`config.mk`:
```
export PLATFORM = sky130hd
export DESIGN_NAME = keypad_scan
export DESIGN_NICKNAME = d
export VERILOG_FILES = /design/src/rtl/keypad_scan.sv
export SDC_FILE = /design/constraint.sdc
export NUM_CORES = 1
export LEC_CHECK = 0
export ABC_CLOCK_PERIOD_IN_PS = 8400
export BUFFER_PORTS_ARGS = -buffer_cell sky130_fd_sc_hd__buf_4
export CORE_MARGIN = 3
export CORE_UTILIZATION = 35
export CTS_BUF_LIST = sky130_fd_sc_hd__clkbuf_8
export DETAILED_ROUTE_END_ITERATION = 8
export SETUP_SLACK_MARGIN = 0.1
export SKIP_CTS_REPAIR_TIMING = 1
export SLEW_MARGIN = 15
export SYNTH_ARGS = -nofsm -noshare
export SYNTH_HDL_FRONTEND = slang
export SYNTH_SLANG_ARGS = --single-unit
```
`constraint.sdc`:
```
create_clock -name clk -period 8.4 [get_ports clk]
set_clock_uncertainty 0.1 [all_clocks]
set_input_delay 2.1 -clock clk [delete_from_list [all_inputs] [get_ports clk]]
set_output_delay 2.1 -clock clk [all_outputs]
set_load 0.02 [all_outputs]
```
`src/rtl/keypad_scan.sv`:
```
// keypad_scan: 4x3 matrix keypad scanner with whole-scan debounce.
// Strobes one column per slot, snapshots the synchronised row lines into a
// 12-bit image, classifies each completed image (none / one key / ghost) and
// reports one key_code per press once the classification has been stable
// for DEBOUNCE scans.
// Optional feature macro: KEYPAD_REPEAT_EN adds auto-repeat while a key is held.
module keypad_scan #(
    parameter int SCAN_DIV     = 1000,
    parameter int DEBOUNCE     = 4,
    parameter int REPEAT_SCANS = 50
) (
    input  logic       clk,
    input  logic       rst,
    input  logic [3:0] row,
    output logic [2:0] col,
    output logic [3:0] key_code,
    output logic       key_valid,
    output logic       key_held
);

    localparam int              SW        = $clog2(SCAN_DIV);
    localparam logic [SW-1:0]   SLOT_LAST = SW'(SCAN_DIV - 1);
    localparam logic [SW-1:0]   SLOT_ONE  = SW'(1);
    localparam logic [3:0]      DEB       = 4'(DEBOUNCE);

    // Out-of-range parameters keep the scanner running but never evaluate a
    // scan, so the keypad stays silent instead of misreporting.
    localparam logic PARAMS_OK = (SCAN_DIV >= 4) && (DEBOUNCE >= 1) &&
                                 (DEBOUNCE <= 15) && (REPEAT_SCANS >= 1);

    // Candidate encoding: 0 = no key, 1..12 = snapshot index + 1, 13 = ghost.
    localparam logic [3:0] CAND_NONE  = 4'd0;
    localparam logic [3:0] CAND_GHOST = 4'd13;

    typedef enum logic {
        ST_IDLE = 1'b0,
        ST_HELD = 1'b1
    } state_t;

    logic [3:0]    row_s1_q, row_s2_q;
    logic [SW-1:0] slot_q;
    logic [2:0]    col_q;
    logic [11:0]   snap_q, snap_d;
    logic          scan_end_q;
    logic [3:0]    prev_cand_q;
    logic [3:0]    stab_cnt_q, stab_cnt_d;
    state_t        state_q;
    logic [3:0]    key_code_q;
    logic          key_valid_q;
    logic          key_held_q;
`ifdef KEYPAD_REPEAT_EN
    logic [7:0]    rep_cnt_q, rep_cnt_inc;
    localparam logic [7:0] REP = 8'(REPEAT_SCANS);
`endif

    logic [3:0] ones;
    logic [3:0] first_idx;
    logic [3:0] cand;
    logic [3:0] cand_code;
    logic       cand_is_key;
    logic       cand_stable;
    logic       scan_eval;

    // Snapshot update: the active column's bits take the synced rows at the
    // last clock of the slot, giving the strobe time to settle through the
    // two-flop synchroniser.
    always_comb begin
        snap_d = snap_q;
        if (slot_q == SLOT_LAST) begin
            for (int i = 0; i < 12; i++) begin
                if (col_q[i % 3]) begin
                    snap_d[i] = row_s2_q[i / 3];
                end
            end
        end
    end

    // Row synchroniser, slot counter, column rotation and snapshot capture.
    always_ff @(posedge clk) begin
        if (rst) begin
            row_s1_q   <= '0;
            row_s2_q   <= '0;
            slot_q     <= '0;
            col_q      <= 3'b001;
            snap_q     <= '0;
            scan_end_q <= 1'b0;
        end else begin
            row_s1_q   <= row;
            row_s2_q   <= row_s1_q;
            snap_q     <= snap_d;
            scan_end_q <= (slot_q == SLOT_LAST) && col_q[2];
            if (slot_q == SLOT_LAST) begin
                slot_q <= '0;
                col_q  <= {col_q[1:0], col_q[2]};
            end else begin
                slot_q <= slot_q + SLOT_ONE;
            end
        end
    end

    // Classify the completed snapshot: count set bits and remember the one set.
    always_comb begin
        ones      = 4'd0;
        first_idx = 4'd0;
        for (int i = 0; i < 12; i++) begin
            if (snap_q[i]) begin
                ones      = ones + 4'd1;
                first_idx = 4'(i);
            end
        end
        if (ones == 4'd0) begin
            cand = CAND_NONE;
        end else if (ones == 4'd1) begin
            cand = first_idx + 4'd1;
        end else begin
            cand = CAND_GHOST;
        end
    end

    // Map candidate to the phone-style key code; digits 1..9 coincide with
    // the candidate value itself.
    always_comb begin
        case (cand)
            4'd10:   cand_code = 4'hA;
            4'd11:   cand_code = 4'h0;
            4'd12:   cand_code = 4'hB;
            default: cand_code = cand;
        endcase
    end

    // Stability count for the candidate of this scan, saturating at DEBOUNCE.
    always_comb begin
        if (cand == prev_cand_q) begin
            stab_cnt_d = (stab_cnt_q >= DEB) ? DEB : stab_cnt_q + 4'd1;
        end else begin
            stab_cnt_d = 4'd1;
        end
    end

    assign cand_is_key = (cand != CAND_NONE) && (cand != CAND_GHOST);
    assign cand_stable = (stab_cnt_d == DEB);
    assign scan_eval   = scan_end_q && PARAMS_OK;

`ifdef KEYPAD_REPEAT_EN
    assign rep_cnt_inc = (rep_cnt_q == 8'hFF) ? 8'hFF : rep_cnt_q + 8'd1;
`endif

    // Debounce bookkeeping and press/release state machine with registered outputs.
    always_ff @(posedge clk) begin
        if (rst) begin
            state_q     <= ST_IDLE;
            prev_cand_q <= CAND_NONE;
            stab_cnt_q  <= '0;
            key_code_q  <= 4'h0;
            key_valid_q <= 1'b0;
            key_held_q  <= 1'b0;
`ifdef KEYPAD_REPEAT_EN
            rep_cnt_q   <= '0;
`endif
        end else begin
            key_valid_q <= 1'b0;
            if (scan_eval) begin
                prev_cand_q <= cand;
                stab_cnt_q  <= stab_cnt_d;
                case (state_q)
                    ST_IDLE: begin
                        if (cand_stable && cand_is_key) begin
                            key_code_q  <= cand_code;
                            key_valid_q <= 1'b1;
                            key_held_q  <= 1'b1;
                            state_q     <= ST_HELD;
`ifdef KEYPAD_REPEAT_EN
                            rep_cnt_q   <= '0;
`endif
                        end
                    end
                    ST_HELD: begin
                        // A different stable key or a ghost is ignored here:
                        // only a debounced release re-arms the scanner.
                        if (cand_stable && (cand == CAND_NONE)) begin
                            key_held_q <= 1'b0;
                            state_q    <= ST_IDLE;
                        end
`ifdef KEYPAD_REPEAT_EN
                        // Repeat counts only consecutive scans of the same
                        // held key; anything else restarts the interval.
                        else if (cand_stable && cand_is_key &&
                                 (cand_code == key_code_q)) begin
                            if (rep_cnt_inc >= REP) begin
                                key_valid_q <= 1'b1;
                                rep_cnt_q   <= '0;
                            end else begin
                                rep_cnt_q   <= rep_cnt_inc;
                            end
                        end else begin
                            rep_cnt_q <= '0;
                        end
`endif
                    end
                    default: state_q <= ST_IDLE;
                endcase
            end
        end
    end

    assign col       = col_q;
    assign key_code  = key_code_q;
    assign key_valid = key_valid_q;
    assign key_held  = key_held_q;

endmodule

```
; ---- Yosys cells after proc, flatten, opt, wreduce, memory -nomap -nowiden
; Index checks and enable logic that the tools add are counted.
[op_classes]
n_addsub = 14
order_cmp = 1
eq_ne = 10
muxes = 34
bitwise = 2
n_reduce_logical = 14
[op_table]
columns = op, count
row1 = 4-bit two-way mux, 25
row2 = "4-bit by 1-bit adder with 4-bit output, second input constant", 13
row3 = "4-bit equality test, second input constant", 3
row4 = 4-bit one-hot mux with 3 select lines, 1
row5 = "10-bit by 1-bit adder with 10-bit output, second input constant", 1
row6 = "10-bit equality test, second input constant", 1
row7 = 4-bit logical NOT, 2
row8 = 1-bit two-way mux, 6
row9 = 2-bit AND reduction, 3
row10 = 3-bit AND reduction, 2
row11 = "4-bit by 1-bit equality test with 1-bit output, second input constant", 1
row12 = "4-bit by 3-bit equality test with 1-bit output, second input constant", 1
row13 = 4-bit equality test, 1
row14 = "4-bit by 3-bit greater-or-equal comparator with 1-bit output, second input constant", 1
row15 = 1-bit logical AND, 4
row16 = "4-bit inequality test, second input constant", 1
row17 = 1-bit one-hot mux with 2 select lines, 2
row18 = 4-bit nonzero test, 1
row19 = 3-bit OR reduction, 1
row20 = "2-bit by 1-bit inequality test with 1-bit output, second input constant", 1
row21 = "2-bit inequality test, second input constant", 1
row22 = 1-bit NOT, 2
row23 = 2-bit OR reduction, 1
[word_totals]
regBits = 49
inputBits = 6
out_inout_bits = 9
wordCells = 89

; ---- Depth between registers and ports, before layout
[logic_depth]
depth_word = 32
mapped_depth = 41
ltp_nobuf = 40

; ---- Worst setup path before layout
; No wires, ideal clock.
[synth_timing]
path_type = flip-flop to flip-flop
start = register snap_q[1]
end = register key_code_q[2] (netlist: key_code[2])
setup_time_ns = 0.123
arrival_ns = 7.742
t_required_ns = 8.177
slack_ns = 0.434
stages_incl_launch_ff = 40
n_path_buf = 0
synth_period_minus_slack_ns = 7.966
path_cell_list = dfxtp_1 inv_1 ha_1 xor2_1 ha_1 nand2_1 nand2_1 ha_1 mux2_2 ha_1 a32oi_1 nand2_1 ha_1 nor2b_1 a31oi_1 ha_1 nand2_1 o21a_1 [... 4 more ...] o21ai_0 ha_1 nand2_1 o21ai_0 a21o_1 ha_1 mux2_2 ha_1 nand2_1 o2111ai_1 mux2_2 a21oi_2 nand3_2 mux2i_1 xnor2_1 or4_4 nor2_1 mux2_1
[synth_via]
elab_chain_len = 29
word_cells_on_any_way = 49
classes_between = add/sub (11) / eq/ne (7) / mux (26) / reduce/logical (5)
[synth_rtl]
columns = element, line_no
row1 = "start, declared", 43  ; logic [11:0] snap_q, snap_d;
row2 = "start signal, assigned", 90  ; snap_q <= snap_d;
row3 = 4-bit two-way mux, 106  ; if (snap_q[i]) begin
row4 = 4-bit by 1-bit adder with 4-bit output, 107  ; ones = ones + 4'd1;
row5 = 4-bit two-way mux, 106
row6 = 4-bit by 1-bit adder with 4-bit output, 107
row7 = 4-bit two-way mux, 106
row8 = 4-bit by 1-bit adder with 4-bit output, 107
row9 = 4-bit two-way mux, 106
row10 = 4-bit by 1-bit adder with 4-bit output, 107
row11 = [... 13 more ...], n/a
row12 = 4-bit by 1-bit equality test with 1-bit output, 113  ; end else if (ones == 4'd1) begin
row13 = 4-bit two-way mux, 113
row14 = 4-bit two-way mux *, 111  ; if (ones == 4'd0) begin
row15 = 4-bit equality test, 133  ; if (cand == prev_cand_q) begin
row16 = 4-bit two-way mux, 133
row17 = 4-bit by 3-bit equality test with 1-bit output, 141  ; assign cand_stable = (stab_cnt_d == DEB);
row18 = 1-bit logical AND, 167  ; if (cand_stable && cand_is_key) begin
row19 = 3-bit AND reduction (no line), n/a
row20 = "end signal, assigned", 168  ; key_code_q <= cand_code;
row21 = "end, declared", 48  ; logic [3:0] key_code_q;
; Mark *: on every way between the ends. The rest lies on a longest branch, timed or not.
; A chain may end at the register's enable or synchronous reset.

; ---- Worst setup path after layout
[layout_timing]
start = register snap_q[0]
end = register key_held_q (netlist: key_held)
[layout_via]
elab_chain_len = 32
word_cells_on_any_way = 39
classes_between = add/sub (11) / eq/ne (6) / mux (15) / reduce/logical (7)
[layout_rtl]
columns = element, line_no
row1 = 1-bit two-way mux *, 106
row2 = 4-bit by 1-bit adder with 4-bit output, 107
row3 = 4-bit two-way mux *, 106
row4 = 4-bit by 1-bit adder with 4-bit output, 107
row5 = 4-bit two-way mux *, 106
row6 = 4-bit by 1-bit adder with 4-bit output, 107
row7 = 4-bit two-way mux *, 106
row8 = 4-bit by 1-bit adder with 4-bit output, 107
row9 = [... 16 more ...], n/a
row10 = 4-bit two-way mux, 113
row11 = 4-bit two-way mux *, 111
row12 = 4-bit equality test, 133
row13 = 4-bit two-way mux, 133
row14 = 4-bit by 3-bit equality test with 1-bit output, 141
row15 = 1-bit logical AND (on tied branches), "167, 180"
row16 = 2-bit inequality test (no line) or 2-bit by 1-bit inequality test with 1-bit output (tied branches), n/a
row17 = 3-bit AND reduction (no line) *, n/a
row18 = "end signal, assigned", 156  ; key_held_q <= 1'b0;
row19 = "end signal, assigned", 170  ; key_held_q <= 1'b1;
row20 = "end signal, assigned", 181  ; key_held_q <= 1'b0;
row21 = "end, declared", 50  ; logic key_held_q;
; Marked as above.

==> flow_summary.yaml <==
synth:
  postSynthCellCount: 384
  synth.top_cell.area_share: 0.302
  synthDistinctLibCells: 67
  yosysWarnings: 0
  syn_area_mm2: 0.00324
  ys_top_cells_by_count: "nand2_1, dfxtp_1, nor2_1"
  async_flop_share: 0
  synthTopCellsByArea: "dfxtp_1, nand2_1, xnor2_1"
  ys_ff_latch: 49
  yosys.area.top_type: "dfxtp_1"
  seq_area_frac_synth: 0.302
  synth_edf_count: 0
  ys.flop_type: "dfxtp_1"
  syn_area_per_cell_um2: 8.45
  syn_nets: 404
  yosysMostFrequentCell: "nand2_1"
global_route:
  antenna_found_initial: 0
  grt_max_degree: 46
  track_usage: 0.131
  grt-ovfl-total: 0
  grt_pass1_vias: 2550
  grt_pass1_wl_um: 11400
sta:
  fin_ws_ps: 428
  fmax_ghz: 0.125
  rsz0062_at_grt: "false"
  hold_violations: 0
  setup_viol_count_final: 0
  holdWs_ps: 342
  layout_min_cycle_time_ps: 7970
  fin_crit_sh: 0.949
  max-slew-margin-rel: 0.447
  tightest_slew_ps: 825
  tns_ps: 0
  finalMaxSlewViolations: 0
placed_design:
  placed_cells: 499
  portBuffers: 14
  hpwl_um: 4770
  routabilityCongestion: 0.757
  dp_slack_ps: -162
run_status:
  status: "completed"
clock_tree:
  clock_latency_ps: 300
  cts_sinks: 49
  clockBufferDepth: 2
  path_clk_slew_ps: 90
  clockRootBuffer: "clkbuf_8"
  cts_tree: "built"
  cts_made_buffers: 5
  h-tree-depth: 2
final_layout:
  drive_above_1_share: 0.208
  nets: 423
  multi_input_comb_area_mm2: 0.00228
  syn2layout_area_growth_pct: 16.9
  stdcell_count: 512
  num-fill-cells: 887
  diodes: 0
  post-route-util: 0.429
  seq_area_um2: 985
drt:
  num_vias: 2657
  drt-total-wl_um: 6630
  drc: 0
  drtAntennaViolNets: 0
  vias_per_cell: 5.19
  firstDrtPassIters: 4
  drt_iter0_markers: 96
  wl_per_cell_um: 12.9
floorplan:
  dieArea_mm2: 0.0105
  rows: 34
  io_pins: 15
  coreArea_mm2: 0.00885
  die_w_um: 102
  die_h_um: 102
  start_util: 0.367
critical_path:
  crit_path_max_incr_delay_ps: 590
  slowest_stage: "or4_4"
  start_kind: "register"
  cp.required_ps: 8460
  endpoint_kind: "register"
  crit_type: "register to register"
  path_max_fanout: 7
  arrival_ps: 8040
flow_run:
  drv_cap: 0
power:
  p_leak_nw: 1.42
  irDropWorstVdd_v: 0.000124
  powerDensity_mw_per_mm2: 99.4
min_path:
  hold_path_class: "register to register"
## state kept, by name, summed over array words and instances (netlist names)
register	count
snap_q	12
slot_q	10
key_code	4
prev_cand_q	4
row_s1_q	4
row_s2_q	4
stab_cnt_q	4
col	3
key_held	1
key_valid	1
scan_end_q	1
state_q	1
## cells in the final DEF, fill, tap and decap left out, drive strengths merged, types with 13 or more instances in the layout
| cell type | count |
|---|---|
| a21oi | 27 |
| buf | 31 |
| dfxtp | 49 |
| ha | 14 |
| inv | 19 |
| nand2 | 53 |
| nand3 | 23 |
| nor2 | 29 |
| nor2b | 13 |
| o21ai | 16 |
| xnor2 | 25 |
## critical path: cells and delay by family, from the launching register on
family	cells	cell delay [ps]
muxes	4	1120
AOI/OAI and AO/OA	10	1440
adders and majority gates	9	2190
buffers and inverters	4	510
and+or+nand+nor	12	1790
DFF	1	340
xor gates and xnor gates	2	330
## path summary, 6_finish.rpt
check | slack [ps] | cells past startpoint | to | from
min | 340 | 1 | slot_q[0] | slot_q[0]
min reg2reg | 340 | 1 | slot_q[0] | slot_q[0]
max | 430 | 41 | key_held | snap_q[0]
max reg2reg | 430 | 41 | key_held | snap_q[0]
## per-layer routing
layer  wire [µm]  share of wire  GRT usage  vias up
met3         124          0.019     0.0157        6
met5           0              0          0        -
met1        3240           0.49      0.178     1236
met4          70          0.011     0.0343        0
met2        3200           0.48      0.220       24
li1            -              -          -     1391
## cells by family (layout without fill, tap and decap cells)
group / after synthesis / count (layout) / synth area share
buf+inv: 37 / 57 / 0.0486
simple gates: 152 / 152 / 0.231
compound gates: 82 / 82 / 0.174
flops: 49 / 49 / 0.302
fa+ha+maj: 14 / 14 / 0.0540
mux: 11 / 11 / 0.0378
xor+xnor: 39 / 39 / 0.152
## final cells by class
type,count,share of cell area
Clock inverter,3,0.00363
Multi-Input combinational cell,298,0.602
Sequential cell,49,0.260
Timing Repair Buffer,31,0.0633
Clock buffer,5,0.0181
Tap cell,108,0.0356
Inverter,18,0.0178
## report_power, final
part	leakage [nW]	internal (W)	total, W	switching (W)
registers	0.399	0.000235	0.000237	0.00000181
clock network	0.0491	0.0000566	0.000131	0.0000743
logic	0.975	0.00000391	0.00000933	0.00000542
total	1.42	0.000296	0.000377	0.0000815
## metrics by stage
stage / cell area (µm²) / total power [W]
finish: 3790 / 0.000377
global route: 3790 / 0.000392
CTS: 3570 / 0.000384
detailed placement: 3480 / 0.000252
global placement: 3480 / 0.000252
floorplan: 3240 / 0.000249
Power figures use the tool's default switching activity.
